<file path="config.mk">
export PLATFORM = sky130hd
export DESIGN_NAME = uart_rx_ctrl
export DESIGN_NICKNAME = d
export VERILOG_FILES = /design/src/rtl/uart_rx_ctrl.sv
export SDC_FILE = /design/constraint.sdc
export NUM_CORES = 1
export LEC_CHECK = 0
export ABC_AREA = 1
export BUFFER_PORTS_ARGS = -buffer_cell sky130_fd_sc_hd__buf_2
export CAP_MARGIN = 20
export CORE_UTILIZATION = 53
export CTS_BUF_LIST = sky130_fd_sc_hd__clkbuf_16
export DETAILED_ROUTE_END_ITERATION = 7
export PLACE_DENSITY_LB_ADDON = 0.2
export SLEW_MARGIN = 20
export SYNTH_ARGS = -nofsm -noshare
export SYNTH_HDL_FRONTEND = slang
export SYNTH_SLANG_ARGS = --single-unit
</file>
<file path="constraint.sdc">
create_clock -name clk -period 1.4 [get_ports clk]
set_input_delay 0 -clock clk [delete_from_list [all_inputs] [get_ports clk]]
set_output_delay 0 -clock clk [all_outputs]
set_load 0.05 [all_outputs]
</file>
<file path="src/rtl/uart_rx_ctrl.sv">
// ============================================================================
// Module   : uart_rx_ctrl
// Brief    : UART receive sequencer. Rx synchronizer, start-bit qualification,
//            mid-bit sampling, byte assembly and valid/ready handoff.
//            Optional even-parity frame selected by defining PARITY_EN.
// Revision : 1.0  initial release
// ============================================================================
`default_nettype none

module uart_rx_ctrl #(
    parameter int BIT_CYCLES = 4168,
    parameter int CNT_W      = 13
) (
    input  logic       clk,
    input  logic       rst,
    input  logic       Rx,
    output logic [7:0] data_out,
    output logic       data_valid,
    input  logic       data_ready,
    output logic       frame_err,
    output logic       overrun_err,
    output logic       busy
);

    localparam logic [CNT_W-1:0] c_half_last = CNT_W'(BIT_CYCLES / 2 - 1);
    localparam logic [CNT_W-1:0] c_bit_last  = CNT_W'(BIT_CYCLES - 1);

`ifdef PARITY_EN
    typedef enum logic [2:0] {
        S_IDLE   = 3'd0,
        S_START  = 3'd1,
        S_DATA   = 3'd2,
        S_PARITY = 3'd3,
        S_STOP   = 3'd4,
        S_BREAK  = 3'd5
    } state_t;
`else
    typedef enum logic [2:0] {
        S_IDLE   = 3'd0,
        S_START  = 3'd1,
        S_DATA   = 3'd2,
        S_STOP   = 3'd4,
        S_BREAK  = 3'd5
    } state_t;
`endif

    state_t           r_state;
    state_t           w_state_nxt;
    logic [CNT_W-1:0] r_cnt;
    logic [CNT_W-1:0] w_cnt_nxt;
    logic [2:0]       r_idx;
    logic [2:0]       w_idx_nxt;
    logic             r_rx_meta;
    logic             r_rx_s;
    logic [7:0]       r_shift;
    logic [7:0]       r_data;
    logic             r_valid;
    logic             r_frame_err;
    logic             r_overrun;
    logic             w_shift;
    logic             w_deliver;
    logic             w_frame_bad;
    logic             w_par_clr;
    logic             w_par_latch;
    logic             w_par_ok;
    logic             w_cnt_last;

    // Two-flop synchronizer; idles high so reset does not look like a start bit.
    always_ff @(posedge clk) begin
        if (rst) begin
            r_rx_meta <= 1'b1;
            r_rx_s    <= 1'b1;
        end else begin
            r_rx_meta <= Rx;
            r_rx_s    <= r_rx_meta;
        end
    end

    always_ff @(posedge clk) begin
        if (rst) begin
            r_state <= S_IDLE;
            r_cnt   <= '0;
            r_idx   <= '0;
        end else begin
            r_state <= w_state_nxt;
            r_cnt   <= w_cnt_nxt;
            r_idx   <= w_idx_nxt;
        end
    end

    assign w_cnt_last = (r_cnt == c_bit_last);

    always_comb begin
        w_state_nxt = r_state;
        w_cnt_nxt   = r_cnt;
        w_idx_nxt   = r_idx;
        w_shift     = 1'b0;
        w_deliver   = 1'b0;
        w_frame_bad = 1'b0;
        w_par_clr   = 1'b0;
        w_par_latch = 1'b0;
        case (r_state)
            S_IDLE: begin
                if (!r_rx_s) begin
                    w_state_nxt = S_START;
                    w_cnt_nxt   = '0;
                end
            end
            S_START: begin
                if (r_cnt == c_half_last) begin
                    w_cnt_nxt = '0;
                    if (!r_rx_s) begin
                        w_state_nxt = S_DATA;
                        w_idx_nxt   = '0;
                        w_par_clr   = 1'b1;
                    end else begin
                        w_state_nxt = S_IDLE;
                    end
                end else begin
                    w_cnt_nxt = r_cnt + 1'b1;
                end
            end
            S_DATA: begin
                if (w_cnt_last) begin
                    w_shift   = 1'b1;
                    w_cnt_nxt = '0;
                    w_idx_nxt = r_idx + 1'b1;
                    if (r_idx == 3'd7) begin
`ifdef PARITY_EN
                        w_state_nxt = S_PARITY;
`else
                        w_state_nxt = S_STOP;
`endif
                    end
                end else begin
                    w_cnt_nxt = r_cnt + 1'b1;
                end
            end
`ifdef PARITY_EN
            S_PARITY: begin
                if (w_cnt_last) begin
                    w_par_latch = 1'b1;
                    w_cnt_nxt   = '0;
                    w_state_nxt = S_STOP;
                end else begin
                    w_cnt_nxt = r_cnt + 1'b1;
                end
            end
`endif
            S_STOP: begin
                if (w_cnt_last) begin
                    w_cnt_nxt = '0;
                    if (r_rx_s && w_par_ok) begin
                        w_deliver   = 1'b1;
                        w_state_nxt = S_IDLE;
                    end else begin
                        w_frame_bad = 1'b1;
                        w_state_nxt = S_BREAK;
                    end
                end else begin
                    w_cnt_nxt = r_cnt + 1'b1;
                end
            end
            S_BREAK: begin
                // Hold here while the line stays low so a break is not read as a new start bit.
                if (r_rx_s) begin
                    w_state_nxt = S_IDLE;
                end
            end
            default: begin
                w_state_nxt = S_IDLE;
                w_cnt_nxt   = '0;
            end
        endcase
    end

    always_ff @(posedge clk) begin
        if (rst) begin
            r_shift <= '0;
        end else if (w_shift) begin
            r_shift <= {r_rx_s, r_shift[7:1]};
        end
    end

`ifdef PARITY_EN
    logic r_par_acc;
    logic r_par_ok;

    // Running XOR of data bits; even parity means data ^ parity bit == 0.
    always_ff @(posedge clk) begin
        if (rst) begin
            r_par_acc <= 1'b0;
            r_par_ok  <= 1'b1;
        end else begin
            if (w_par_clr) begin
                r_par_acc <= 1'b0;
            end else if (w_shift) begin
                r_par_acc <= r_par_acc ^ r_rx_s;
            end
            if (w_par_latch) begin
                r_par_ok <= ~(r_par_acc ^ r_rx_s);
            end
        end
    end

    assign w_par_ok = r_par_ok;
`else
    assign w_par_ok = 1'b1;
`endif

    always_ff @(posedge clk) begin
        if (rst) begin
            r_data      <= '0;
            r_valid     <= 1'b0;
            r_frame_err <= 1'b0;
            r_overrun   <= 1'b0;
        end else begin
            r_frame_err <= w_frame_bad;
            r_overrun   <= 1'b0;
            if (w_deliver) begin
                // A byte consumed in this same cycle frees the slot for the new one.
                if (!r_valid || data_ready) begin
                    r_data  <= r_shift;
                    r_valid <= 1'b1;
                end else begin
                    r_overrun <= 1'b1;
                end
            end else if (r_valid && data_ready) begin
                r_valid <= 1'b0;
            end
        end
    end

    assign data_out    = r_data;
    assign data_valid  = r_valid;
    assign frame_err   = r_frame_err;
    assign overrun_err = r_overrun;
    assign busy        = (r_state != S_IDLE);

endmodule

`default_nettype wire

</file>
Word-level counts from Yosys, hierarchy flattened
Cells that the tools add are included.
{ "totals": {"register_bits": 40, "in_bits": 4, "word_cells": 73, "out_inout_bits": 12} }
{ "op_classes": {"n_eq_ne": 15, "n_reduce_logical": 15, "n_mux": 27, "bitwise": 4, "add_sub_neg": 2} }
{ "op_table": {"columns": ["operator", "n"], "rows": [
  ["$pmux W13 S4", 1],
  ["$mux W13", 3],
  ["$mux W3", 10],
  ["$pmux W3 S5", 1],
  ["$ne A2 B2 Y1 const B", 7],
  ["$add A13 B1 Y13 const B", 1],
  ["$eq A13 B12 Y1 const B", 1],
  ["$eq A13 B13 Y1 const B", 1],
  ["$mux W1", 10],
  ["$eq A3 B3 Y1 const B", 3],
  ["$pmux W3 S2", 1],
  ["$reduce_and A2 Y1", 3],
  ["$reduce_and A6 Y1", 1],
  ["$not A1 Y1", 4],
  ["$reduce_and A4 Y1", 1],
  ["$reduce_bool A2 Y1", 2],
  ["$reduce_or A2 Y1", 2],
  ["$add A3 B1 Y3 const B", 1],
  ["$eq A3 B1 Y1 const B", 1],
  ["$eq A3 B2 Y1 const B", 1],
  ["$logic_not A3 Y1", 1],
  ["$reduce_bool A3 Y1", 1],
  ["$reduce_or A3 Y1", 1],
  ["$mux W2", 1],
  ["4 further kinds", 4]
]} }

Logic depth before layout (Yosys ltp)
{ "depth": {"depth_word": 5, "mapped_depth": 10, "ltp_nobuf": 9} }

Worst setup path after synthesis
No wires, ideal clock.
{ "synth_timing": {"path_kind": "reg2reg", "startpoint": "register r_cnt[0]", "endpoint": "register r_data[7] (netlist: data_out[7])", "t_arrival_ps": 1325, "setup_time_ps": 113, "stages_incl_launch_ff": 10, "period_less_slack_ps": 1438, "setup_slack_ps": -38, "n_path_buf": 1, "required_time_ps": 1287, "cell_sequence": "dfxtp_1 > ha_1 > nand2_2 > clkinv_2 > nand3_2 > nor2_4 > nand4_4 > buf_6 > nor2_1 > nor2_1"} }
{ "synth_via": {"elab_chain_len": 4} }
{ "synth_rtl": {"columns": ["element", "line_no", "rtl"], "rows": [
  ["start, declared", "49", "logic [CNT_W-1:0] r_cnt;"],
  ["start signal, assigned", "86", "r_cnt <= w_cnt_nxt;"],
  ["$eq A13 B13 Y1", "91", "assign w_cnt_last = (r_cnt == c_bit_last);"],
  ["$mux W1", "151", "if (w_cnt_last) begin"],
  ["$mux W1", "102", "case (r_state)"],
  ["$reduce_and A2 Y1 (no line)", null, null],
  ["end signal, assigned", "223", "r_data <= r_shift;"],
  ["end, declared", "56", "logic [7:0] r_data;"]
]} }
No other way between the ends.
A chain may end at the register's enable or synchronous reset.

Worst setup path in the final report
{ "layout_timing": {"startpoint": "register r_cnt[1]", "endpoint": "register r_state[0]"} }
{ "layout_via": {"elab_chain_len": 3, "elab_cells_between_ends": 6, "cone_classes": "eq/ne: 5; reduce/logical: 1"} }
{ "layout_rtl": {"columns": ["element", "line_no", "rtl"], "rows": [
  ["$eq A13 B12 Y1 or $eq A13 B13 Y1 (tied branches)", "110, 91", null],
  ["$ne A2 B2 Y1 (no line)", null, null],
  ["$reduce_and A6 Y1 (no line) (*)", null, null],
  ["end signal, assigned", "85", "r_state <= w_state_nxt;"],
  ["end, declared", "47", "state_t r_state;"]
]} }
Mark *: on every way between the ends. The rest lies on a longest branch, timed or not.

==> metrics <==
Post-Syn Nets=~300; Layout Utilization=between 70% and 80%; mapped cell area=2070 sq um; complex-gate fraction of the synthesized area=a little under a tenth; Die W=64.5 um; DR WL met3=332 um; Worst Setup End Kind=register; CP cell instances=ha_4 > nand2_4 > nor2_2 > nand3_2 > nand2_4 > buf_4 > nand4_1 > nand2_1 > nor2_1; DR WL/cell=13.5 um; Ys Warns=0; Comb power frac=a little under half; Psw=between 1.5 and 2 mW; start point of the critical path=r_cnt[1]$_SDFFE_PP0P_; fmax=658 MHz; CTS buffer count=5; antenna violations before repair=0; top-area cell type share of the netlist area=slightly below 40%; total power=4.53 mW; PD cells=around 1600 nW/um^2; fraction of registers with async set/reset=0%; htree depth=2; most area-consuming cells after synthesis=dfxtp_1, nand2_1, nor2_1; CP max stage delay=around 350 ps; most frequent CP cell=nand2_4; worst slack, placed=-150 ps; via density per instance=between 5 and 6; Slew Limit Headroom=between 70% and 80%; XOR/XNOR share of the synthesized area=0.846%; layout cell share with drive strength beyond 1=between 30% and 40%; Reg2Reg Setup Slack=-120 ps; Static Leak=1.34 nW; gr ovfl total=0; Vias=between 2,000 and 2,500; Hold WC Path Type=register to register; total clock sinks=40; post-layout worst setup margin=-119 ps; GRT Overall Usage=a little over a quarter; main combinational cell family by area after synthesis=simple AND/OR/NAND/NOR gates; final setup vio count=33; PortBufs=15; Pint=about 2.8 mW; Worst R2R Path Depth=9; Netlist cell types=32; Final GP Congestion=a little under 0.9; Multi-input gate area=~1300 sq um; Skew-Pair Late Insertion Delay=around 280 ps; pin count of the biggest net entering global routing=31; Routed met1 length=between 2000 and 2500 um; clock power share=about a quarter; Area Growth Syn to Fin=37.5%; Boundary Pins=16; CP endpoint=r_state[0]$_SDFFE_PP0P_; DR iter-0 viols=between 100 and 150; Final nets=roughly 360; CP Buf/Inv Count=1; post-DP HPWL=~3200 um; Die ar.=roughly 4200 sq um; Final Hold Vio Count=0; CP Data Arrival Time=about 1700 ps; DR DRC count=0; Fillers=between 200 and 300; worst ir drop on vdd=1.68 mV; first-pass GRT wire length=between 8000 and 9000 um; Crit. path cell count=9; sw frac=between 30% and 40%; worst clock skew=around 3.3 ps; number of max-cap violations=0; final antenna-violating net count=0; Crit path max-delay family=simple AND/OR/NAND/NOR gates; Yosys reg bits=40; status=complete, but fails checks; # diodes=0; Synth Instances=approximately 300; CP max stage cell=dfxtp_2; reg2reg end=r_state[0]$_SDFFE_PP0P_; CTS tree=built; Tightest Pin Transition=339 ps; Max Used Layer=met4; startpoint types=register; Post-Synth Adder-Cell Area=1.81%; unrepaired setup endpoints after global routing=yes; simple-gate share of the synthesized area=39.0%; Cell Rows=22; Yosys top cell by area=dfxtp_1; vias in the first global route=around 1,800; syn avg cell area=around 7.0 sq um; CP Data Required Time=around 1600 ps; wirelength, routed=5480 um; Worst-path clk slew=approximately 60 ps; mux contribution to synthesized area=0.484%; crit-path max FO=5; FF-to-FF Start=r_cnt[1]$_SDFFE_PP0P_; Sequential Power Share=roughly 29%; Die Y=64.5 um; Fin Hold WS=423 ps; met2 routed WL=between 2000 and 3000 um; failing checks=negative setup slack; crit path kind=register to register; max-slew violations=0; storage element area=about 810 sq um; period utilization=108%; initial core utilization=between 50% and 60%; register area share after synthesis=approximately two fifths; Detailed Routing Iterations Pass 1=4; Post-synth EDFFs=0; Final min period=around 1500 ps; Root Driver=clkbuf_16; Clock Path Buffers=2; Core Region=around 3700 sq um; ys flop type=dfxtp_1
-- placed cells by master (no fill, tap or decap), types with 6 or more instances in the layout --
master	netlist	layout
inv_1	37	37
nand2_1	65	61
nand2_4	1	6
dfxtp_1	40	33
nand3_2	7	6
dfxtp_2	0	7
nand3_1	12	9
inv_2	6	6
nor2_2	3	13
nor2_1	50	37
buf_4	0	36
buf_2	0	15
a21oi_1	12	6
a21oi_2	0	6
nand4_1	9	9
o21ai_0	17	15
-- registers in the layout (all words and copies together) (netlist names) --
| signal | cells |
|---|---|
| data_out | 8 |
| r_shift | 8 |
| r_rx_s | 1 |
| overrun_err | 1 |
| data_valid | 1 |
| r_rx_meta | 1 |
| frame_err | 1 |
| r_cnt | 13 |
| r_state | 3 |
| r_idx | 3 |
-- power groups by stage --
| stage | sequential (mW) | combinational [mW] | clock, mW |
|---|---|---|---|
| after CTS | 1.30 | 1.82 | 1.09 |
| after floorplan | 1.30 | 1.06 | 0 |
| final | 1.31 | 2.14 | 1.09 |
| after global placement | 1.30 | 1.60 | 0 |
| after detailed placement | 1.31 | 1.63 | 0 |
| after global routing | 1.31 | 2.31 | 1.15 |
-- final cells by class --
class / instances / area share, %
timing repair buffer: 57 / 14.4
clock inverter: 3 / 0.528
tap: 48 / 2.11
clock buffer: 5 / 4.40
multi-input combinational: 208 / 44.1
inverter: 44 / 6.07
sequential: 40 / 28.5
-- synthesized netlist by cell type (2+ instances only) --
master and instances:
a21boi_0 2, a21oi_1 12, buf_6 2, clkbuf_1 2
dfxtp_1 40, ha_1 3, inv_1 37, inv_2 6
nand2_1 65, nand2_2 5, nand3_1 12, nand3_2 7
nand4_1 9, nor2_1 50, nor2_2 3, nor2_4 2
nor3_1 4, o21ai_0 17, or2_2 4, xor2_1 2
-- metal layers --
| metal | vias to the layer above | track usage, % |
|---|---|---|
| met2 | 70 | 45.3 |
| met4 | 0 | 11.1 |
| li1 | 1064 | - |
| met3 | 19 | 5.63 |
| met5 | - | 0 |
| met1 | 956 | 34.3 |
-- worst min path at each step --
stage	start	to	slack (ps)	cells after the start
finish	r_rx_meta$_SDFF_PP1_	r_rx_s$_SDFF_PP1_	420	1
CTS	r_rx_meta$_SDFF_PP1_	r_rx_s$_SDFF_PP1_	430	1
detailed placement	Rx	r_rx_meta$_SDFF_PP1_	190	2
floorplan	rst	r_cnt[9]$_SDFFE_PP0P_	70	1
global route	Rx	r_rx_meta$_SDFF_PP1_	440	3
global placement	Rx	r_rx_meta$_SDFF_PP1_	190	2
-- kinds of logic (layout without fill, tap and decap cells) --
group / Yosys count / count (layout)
and+or+nand+nor: 166 / 167
buffers and inverters: 49 / 109
DFF: 40 / 40
AOI/OAI and AO/OA: 35 / 35
adders and majority gates: 3 / 3
xor gates and xnor gates: 2 / 2
muxes: 1 / 1
-- stage by stage --
step | area, sq um | setup TNS (ps) | cells
6_report | 2850 | -1690 | 405
3_5_place_dp | 2360 | -2770 | 380
3_3_place_gp | 2360 | -1250 | 380
4_1_cts | 2660 | -1370 | 395
5_1_grt | 2850 | -5100 | 405
2_1_floorplan | 2070 | -62.5 | 296
-- worst register-to-register path, stage by stage (launching register included) --
cell and delay (ps):
dfxtp_2 350, ha_4 170, nand2_4 80, nor2_2 170, nand3_2 140, nand2_4 140, buf_4 130, nand4_1 110
nand2_1 80, nor2_1 40
-- what timing repair did --
item,CTS,global route
pin swaps,16,16
resized for setup,26,33
cloned,1,0
setup buffers,3,10
hold buffers,3,0
hold endpoints to repair,4,0
endpoints found under the setup margin,34,38
No activity file was read; power rests on OpenSTA's default activity.
